[src/rtl/sink_table_builder_if.sv]
// ---------------------------------------------------------------------------
// sink_table_builder_if
// Bundles the request handshake and the published table of the known-sink
// table writer.
//   clear       master->slave  synchronous table flush (honored while idle)
//   add_valid   master->slave  request to add add_id
//   add_id      master->slave  sink ID to add (any value, including 0)
//   add_ready   slave->master  request accepted when add_valid && add_ready
//   done        slave->master  one-cycle pulse when a request finishes
//   status      slave->master  00 inserted, 01 duplicate, 10 full
//   knownSinks  slave->master  packed table, slot i at [ID_W*i +: ID_W]
//   sink_valid  slave->master  bit i set = slot i occupied
//   sink_count  slave->master  number of occupied slots
// ---------------------------------------------------------------------------
interface sink_table_builder_if #(
    parameter int NUM_SINKS = 10,
    parameter int ID_W      = 5,
    parameter int CNT_W     = 4
);
    logic                      clear;
    logic                      add_valid;
    logic [ID_W-1:0]           add_id;
    logic                      add_ready;
    logic                      done;
    logic [1:0]                status;
    logic [NUM_SINKS*ID_W-1:0] knownSinks;
    logic [NUM_SINKS-1:0]      sink_valid;
    logic [CNT_W-1:0]          sink_count;

    modport master (
        output clear, add_valid, add_id,
        input  add_ready, done, status, knownSinks, sink_valid, sink_count
    );

    modport slave (
        input  clear, add_valid, add_id,
        output add_ready, done, status, knownSinks, sink_valid, sink_count
    );
endinterface

[src/rtl/sink_table_builder.sv]
// ---------------------------------------------------------------------------
// sink_table_builder
// Writer side of the known-sink table. Each accepted sink ID is compared
// against the occupied slots one per clock; an absent ID is appended at the
// first free slot if one exists. Every request ends with a one-cycle done
// pulse and a held completion status.
// Ports:
//   clk_i  rising-edge clock
//   rst_i  asynchronous active-high reset
//   bus    sink_table_builder_if.slave (request handshake + published table)
// ---------------------------------------------------------------------------
module sink_table_builder #(
    parameter int NUM_SINKS = 10,
    parameter int ID_W      = 5,
    parameter int CNT_W     = 4
) (
    input  logic               clk_i,
    input  logic               rst_i,
    sink_table_builder_if.slave bus
);

    typedef enum logic [1:0] {
        S_IDLE,
        S_SCAN,
        S_INSERT,
        S_DONE
    } state_t;

    localparam logic [1:0] ST_INSERTED  = 2'b00;
    localparam logic [1:0] ST_DUPLICATE = 2'b01;
    localparam logic [1:0] ST_FULL      = 2'b10;

    state_t                  state_q, state_d;
    logic [ID_W-1:0]         reqId_q, reqId_d;
    logic [CNT_W-1:0]        idx_q, idx_d;
    logic [1:0]              status_q, status_d;
    logic [ID_W-1:0]         slots_q [NUM_SINKS];
    logic [ID_W-1:0]         slots_d [NUM_SINKS];
    logic [NUM_SINKS-1:0]    valid_q, valid_d;
    logic [CNT_W-1:0]        count_q, count_d;

    logic                    addReady;
    logic                    accept;
    logic [ID_W-1:0]         curSlot;
    logic                    hit;
    logic                    lastIdx;
    logic                    tableFull;
    logic [NUM_SINKS*ID_W-1:0] knownFlat;

    // Slot under inspection during the scan; an explicit mux keeps the
    // narrow index from ever addressing past the table.
    always_comb begin
        curSlot = '0;
        for (int i = 0; i < NUM_SINKS; i++) begin
            if (CNT_W'(i) == idx_q) begin
                curSlot = slots_q[i];
            end
        end
    end

    assign accept    = addReady && bus.add_valid;
    assign hit       = (curSlot == reqId_q);
    assign lastIdx   = (idx_q == count_q - CNT_W'(1));
    assign tableFull = (count_q == CNT_W'(NUM_SINKS));

    // State register.
    always_ff @(posedge clk_i or posedge rst_i) begin
        if (rst_i) begin
            state_q <= S_IDLE;
        end else begin
            state_q <= state_d;
        end
    end

    // Next-state logic. An empty table skips the scan and inserts directly.
    always_comb begin
        state_d = state_q;
        case (state_q)
            S_IDLE: begin
                if (accept) begin
                    state_d = (count_q != '0) ? S_SCAN : S_INSERT;
                end
            end
            S_SCAN: begin
                if (hit) begin
                    state_d = S_DONE;
                end else if (lastIdx) begin
                    state_d = tableFull ? S_DONE : S_INSERT;
                end
            end
            S_INSERT: state_d = S_DONE;
            S_DONE:   state_d = S_IDLE;
            default:  state_d = S_IDLE;
        endcase
    end

    // Outputs decoded from state. add_ready is also held low during reset
    // so nothing is offered to the requester until reset is released.
    always_comb begin
        addReady = (state_q == S_IDLE) && !bus.clear && !rst_i;
        bus.done = (state_q == S_DONE);
    end

    // Datapath next-state: request latch, scan index, status and the table.
    // The table only changes on a flush in IDLE or on the INSERT cycle.
    always_comb begin
        reqId_d  = reqId_q;
        idx_d    = idx_q;
        status_d = status_q;
        slots_d  = slots_q;
        valid_d  = valid_q;
        count_d  = count_q;
        case (state_q)
            S_IDLE: begin
                if (bus.clear) begin
                    slots_d = '{default: '0};
                    valid_d = '0;
                    count_d = '0;
                end else if (accept) begin
                    reqId_d = bus.add_id;
                    idx_d   = '0;
                end
            end
            S_SCAN: begin
                if (hit) begin
                    status_d = ST_DUPLICATE;
                end else if (lastIdx) begin
                    if (tableFull) begin
                        status_d = ST_FULL;
                    end
                end else begin
                    idx_d = idx_q + CNT_W'(1);
                end
            end
            S_INSERT: begin
                for (int i = 0; i < NUM_SINKS; i++) begin
                    if (CNT_W'(i) == count_q) begin
                        slots_d[i] = reqId_q;
                        valid_d[i] = 1'b1;
                    end
                end
                count_d  = count_q + CNT_W'(1);
                status_d = ST_INSERTED;
            end
            default: ;
        endcase
    end

    // Datapath registers.
    always_ff @(posedge clk_i or posedge rst_i) begin
        if (rst_i) begin
            reqId_q  <= '0;
            idx_q    <= '0;
            status_q <= ST_INSERTED;
            slots_q  <= '{default: '0};
            valid_q  <= '0;
            count_q  <= '0;
        end else begin
            reqId_q  <= reqId_d;
            idx_q    <= idx_d;
            status_q <= status_d;
            slots_q  <= slots_d;
            valid_q  <= valid_d;
            count_q  <= count_d;
        end
    end

    // Flatten the slot array into the published packed table.
    always_comb begin
        knownFlat = '0;
        for (int i = 0; i < NUM_SINKS; i++) begin
            knownFlat[ID_W*i +: ID_W] = slots_q[i];
        end
    end

    assign bus.add_ready  = addReady;
    assign bus.status     = status_q;
    assign bus.knownSinks = knownFlat;
    assign bus.sink_valid = valid_q;
    assign bus.sink_count = count_q;

endmodule

[src/flat_wrapper.sv]
// flat-port wrapper written by rule: the top's interface ports become plain ports
module sink_table_builder_flat 
#(
    parameter int NUM_SINKS = 10,
    parameter int ID_W      = 5,
    parameter int CNT_W     = 4
)
  (clk_i, rst_i, bus_clear, bus_add_valid, bus_add_id, bus_add_ready, bus_done, bus_status, bus_knownSinks, bus_sink_valid, bus_sink_count);
  sink_table_builder_if #(.NUM_SINKS(NUM_SINKS), .ID_W(ID_W), .CNT_W(CNT_W)) bus_i ();
  input  logic clk_i;
  input  logic rst_i;
  input wire logic [$bits(bus_i.clear)-1:0] bus_clear;
  input wire logic [$bits(bus_i.add_valid)-1:0] bus_add_valid;
  input wire logic [$bits(bus_i.add_id)-1:0] bus_add_id;
  output wire logic [$bits(bus_i.add_ready)-1:0] bus_add_ready;
  output wire logic [$bits(bus_i.done)-1:0] bus_done;
  output wire logic [$bits(bus_i.status)-1:0] bus_status;
  output wire logic [$bits(bus_i.knownSinks)-1:0] bus_knownSinks;
  output wire logic [$bits(bus_i.sink_valid)-1:0] bus_sink_valid;
  output wire logic [$bits(bus_i.sink_count)-1:0] bus_sink_count;
  assign bus_i.clear = bus_clear;
  assign bus_i.add_valid = bus_add_valid;
  assign bus_i.add_id = bus_add_id;
  assign bus_add_ready = bus_i.add_ready;
  assign bus_done = bus_i.done;
  assign bus_status = bus_i.status;
  assign bus_knownSinks = bus_i.knownSinks;
  assign bus_sink_valid = bus_i.sink_valid;
  assign bus_sink_count = bus_i.sink_count;
  sink_table_builder #(.NUM_SINKS(NUM_SINKS), .ID_W(ID_W), .CNT_W(CNT_W)) u_core (.clk_i(clk_i), .rst_i(rst_i), .bus(bus_i));
endmodule
[config.mk]
export PLATFORM = sky130hd
export DESIGN_NAME = sink_table_builder_flat
export DESIGN_NICKNAME = d
export VERILOG_FILES = /design/src/rtl/sink_table_builder_if.sv /design/src/rtl/sink_table_builder.sv /design/src/flat_wrapper.sv
export SDC_FILE = /design/constraint.sdc
export NUM_CORES = 1
export LEC_CHECK = 0
export CORE_UTILIZATION = 53
export DETAILED_ROUTE_END_ITERATION = 16
export HOLD_SLACK_MARGIN = 0.06
export PLACE_DENSITY = 0.81
export SLEW_MARGIN = 20
export SYNTH_ARGS = -nofsm -noshare
export SYNTH_HDL_FRONTEND = slang
export SYNTH_SLANG_ARGS = --single-unit
[constraint.sdc]
create_clock -name clk_i -period 3.7 [get_ports clk_i]
set_clock_uncertainty 0.1 [all_clocks]
set_input_delay 0.555 -clock clk_i [delete_from_list [all_inputs] [get_ports clk_i]]
set_output_delay 0.555 -clock clk_i [all_outputs]
set_load 0.02 [all_outputs]
==> metrics.md <==
| Metric | Value |
|---|---|
| EDFF count, synth | 0 |
| Flops & latches, synth | 77 |
| Max incr delay on CP | 510 ps |
| Post-route cell area | ~0.0051 mm^2 |
| FF/Latch Area | around 0.0019 mm^2 |
| Fill cells | ~610 |
| Std-Cell Rows | 31 |
| WHS | just over 400 ps |
| Cts repair resizes | 0 |
| Unrepaired setup endpoints after global routing | false |
| Worst slew pin tran | 962 ps |
| # nets final | 558 |
| Multi-input combinational cell area | 0.00204 mm^2 |
| Postcts setup bufs | 0 |
| DP Cell Count | between 600 and 700 |
| Vias | ~4,000 |
| Power density over cell area | between 900 and 1000 mW/mm^2 |
| Largest net degree at the start of global routing | slightly below 80 |
| Crit path arrival time | between 3000 and 4000 ps |
| Final Slew Violations | 0 |
| WS Path Type | reg -> reg |
| Synth Instances | about 480 |
| Die ar. | slightly above 0.008 mm^2 |
| Final Hold Fails | 0 |
| Final TNS setup | 0 ps |
| Die height | 90.7 um |
| Final WS setup | around 360 ps |
| Final setup vio count | 0 |
| Antenna violations before repair | 0 |
| Worst-path clk slew | about 90 ps |
| ANT nets after route | 0 |
| Grt total ovfl | 0 |
| GRT Total Usage | approximately 30% |
| Dpl cell area | 0.00494 mm^2 |
| Pre-CTS WS | between 400 and 500 ps |
| Register area share after synthesis | a little under half |
| Final HPWL from detailed placement | approximately 8600 um |
| First-pass GRT wire length | around 20,000 um |
| Crit start category | flip-flop |
| CP max FO | 14 |
| H-tree Lvls | 3 |
| CTS sink cnt | 77 |
| Vias in the first global route | ~3,900 |
| Warnings, synthesis | 0 |
| Die Span X | just over 90 um |
| Layout Cells excl Fill | about 640 |
| Min-delay worst type | reg -> reg |
| Required time of the critical path | 3850 ps |
| Critical Path Sink Type | flip-flop |
| DRC viols | 0 |
| Wire length per cell | between 15 and 20 um |
| DRT Wirelength | between 10,000 and 15,000 um |
| Synthesis-to-finish area growth | 22.8% |
| TritonCTS clock tree | built |
| Inserted Diodes | 0 |
| Post-synth cell types | 55 |
| Mapped cell area | 0.00417 mm^2 |
| Starting Density | approximately 56% |
| Max Cap Viol | 0 |
| Fin util | between 60% and 70% |
| DRT Pass-1 Iters | 5 |
| DR vias/cell | 6.26 |
| Synth Net Count | 498 |
| Final Power | around 4.7 mW |
| Critical path, cell by cell | inv_1 -> ha_1 -> inv_2 -> or3_1 -> a41o_1 -> a221oi_1 -> o32ai_1 -> nor4_2 -> buf_4 -> o21ai_2 -> a22o_1 |
| Worst VDD drop | ~560 uV |
| Final Cycle Share | around nine tenths |
| # port buffers | 76 |
| Run status | completed |
| Core ar. | between 0.007 and 0.008 mm^2 |
| Clock root buffer | clkbuf_8 |
| Syn_area_per_cell | roughly 9 um^2 |
| Maximum clock path buffer count | 2 |
| Io pins | 77 |
| Fmax | approximately 300 MHz |
| Slowest stage cell on the critical path | ha_1 |
| Hold-fix buffers, CTS | 0 |
| Tmin final | 3340 ps |
| P_leak | 2.19 nW |
| DRT iter0 DRCs | between 300 and 400 |
| Main synth FF type | dfrtp_1 |
| Placer Congestion | between 0.9 and 1 |
| FFs w/ async S/R, synth | 100% |
| Layout cells sized above 1 | a little under 6% |
| Rel. slew slack | 35.8% |
| Num CTS Buffers | 9 |
| Worst skew pair latency | between 300 and 400 ps |
## routing by layer
metal	vias to the layer above	share of wire, %	GRT usage (%)
li1	1823	-	-
met3	32	7.9	5.47
met2	218	47	47.3
met4	0	2.9	13.6
met5	-	0	0
met1	1937	42	41.5
## synthesized netlist by cell type, types with 3 or more instances
cell | number | area, um^2
o21ai_0 | 69 | 345
nor2b_1 | 3 | 18.8
o221ai_1 | 5 | 43.8
a21oi_1 | 30 | 150
o21a_1 | 3 | 22.5
a22oi_1 | 6 | 45.0
inv_1 | 15 | 56.3
nor3_1 | 8 | 40.0
o22ai_1 | 4 | 25.0
dfrtp_1 | 77 | 1930
nand4_1 | 3 | 18.8
or3_1 | 4 | 25.0
clkbuf_1 | 16 | 60.1
ha_1 | 12 | 150
nand2_1 | 67 | 251
buf_1 | 3 | 11.3
buf_2 | 8 | 40.0
and3_1 | 4 | 25.0
a22o_1 | 3 | 26.3
a221oi_1 | 6 | 52.6
a31oi_1 | 3 | 18.8
xor2_1 | 9 | 78.8
nor2_1 | 27 | 101
nand3b_1 | 3 | 22.5
nand3_1 | 42 | 210
nand2b_1 | 7 | 43.8
## where the power goes
part	total, mW	internal (mW)	switching, mW	leakage [nW]
clock network	0.603	0.265	0.338	0.0889
registers	1.55	1.15	0.399	1.03
logic	2.57	1.05	1.51	1.07
total	4.72	2.47	2.25	2.19
## flip-flops by register name (all words and copies together), names as in the netlist
signal,flops
u_core.bus.status,2
u_core.bus.sink_valid,10
u_core.idx_q,4
u_core.bus.knownSinks,50
u_core.state_q,2
u_core.bus.sink_count,4
u_core.reqId_q,5
## cells by family after synthesis
group           synth area share (%)
xor+xnor                        2.31
flops                           46.2
simple gates                    20.8
mux                            0.240
compound gates                  21.8
fa+ha+maj                       3.60
buf+inv                         5.01
## cell type report
| type | count | share of cell area (%) |
|---|---|---|
| clock buffer | 10 | 2.69 |
| inverter | 16 | 1.17 |
| clock inverter | 6 | 0.904 |
| multi-input combinational | 353 | 39.8 |
| sequential | 77 | 37.6 |
| timing repair buffer | 80 | 15.4 |
| tap | 99 | 2.42 |
## worst max-delay path, delay by kind of cell (launching register included)
kind / cells / cell delay [ps]
compound gates: 5 / 1050
simple gates: 2 / 590
buf+inv: 3 / 530
fa+ha+maj: 1 / 510
flops: 1 / 450
## final timing paths
path                                                       from                                     to  slack (ps)  cells past startpoint
max                                 u_core.idx_q[0]$_DFFE_PP0P_          u_core.state_q[0]$_DFFE_PP0P_         360                     11
min                        u_core.bus.sink_valid[0]$_DFFE_PP0P_   u_core.bus.sink_valid[0]$_DFFE_PP0P_         410                      2
max reg2reg                         u_core.idx_q[0]$_DFFE_PP0P_          u_core.state_q[0]$_DFFE_PP0P_         360                     11
min reg2reg                u_core.bus.sink_valid[0]$_DFFE_PP0P_   u_core.bus.sink_valid[0]$_DFFE_PP0P_         410                      2
max in group asynchronous                                 rst_i  u_core.bus.knownSinks[35]$_DFFE_PP0P_        2090                      3
min in group asynchronous                                 rst_i   u_core.bus.knownSinks[1]$_DFFE_PP0P_         760                      3
## cells in the final DEF (no fill, tap or decap), types with 3 or more instances in the layout
| master | synthesis | layout |
|---|---|---|
| nand4_1 | 3 | 3 |
| nand3b_1 | 3 | 3 |
| nand3_1 | 42 | 42 |
| a22oi_1 | 6 | 6 |
| o21ai_0 | 69 | 69 |
| dfrtp_1 | 77 | 77 |
| or3_1 | 4 | 4 |
| ha_1 | 12 | 12 |
| nor3_1 | 8 | 8 |
| o21a_1 | 3 | 3 |
| xor2_1 | 9 | 9 |
| a31oi_1 | 3 | 3 |
| o221ai_1 | 5 | 5 |
| clkdlybuf4s50_1 | 0 | 76 |
| nand2b_1 | 7 | 7 |
| buf_4 | 2 | 4 |
| a22o_1 | 3 | 3 |
| nor2b_1 | 3 | 3 |
| a21oi_1 | 30 | 30 |
| nor2_1 | 27 | 27 |
| clkbuf_8 | 0 | 10 |
| and3_1 | 4 | 4 |
| inv_1 | 15 | 14 |
| a221oi_1 | 6 | 6 |
| nand2_1 | 67 | 67 |
| o22ai_1 | 4 | 4 |
No activity file was read; power rests on OpenSTA's default activity.
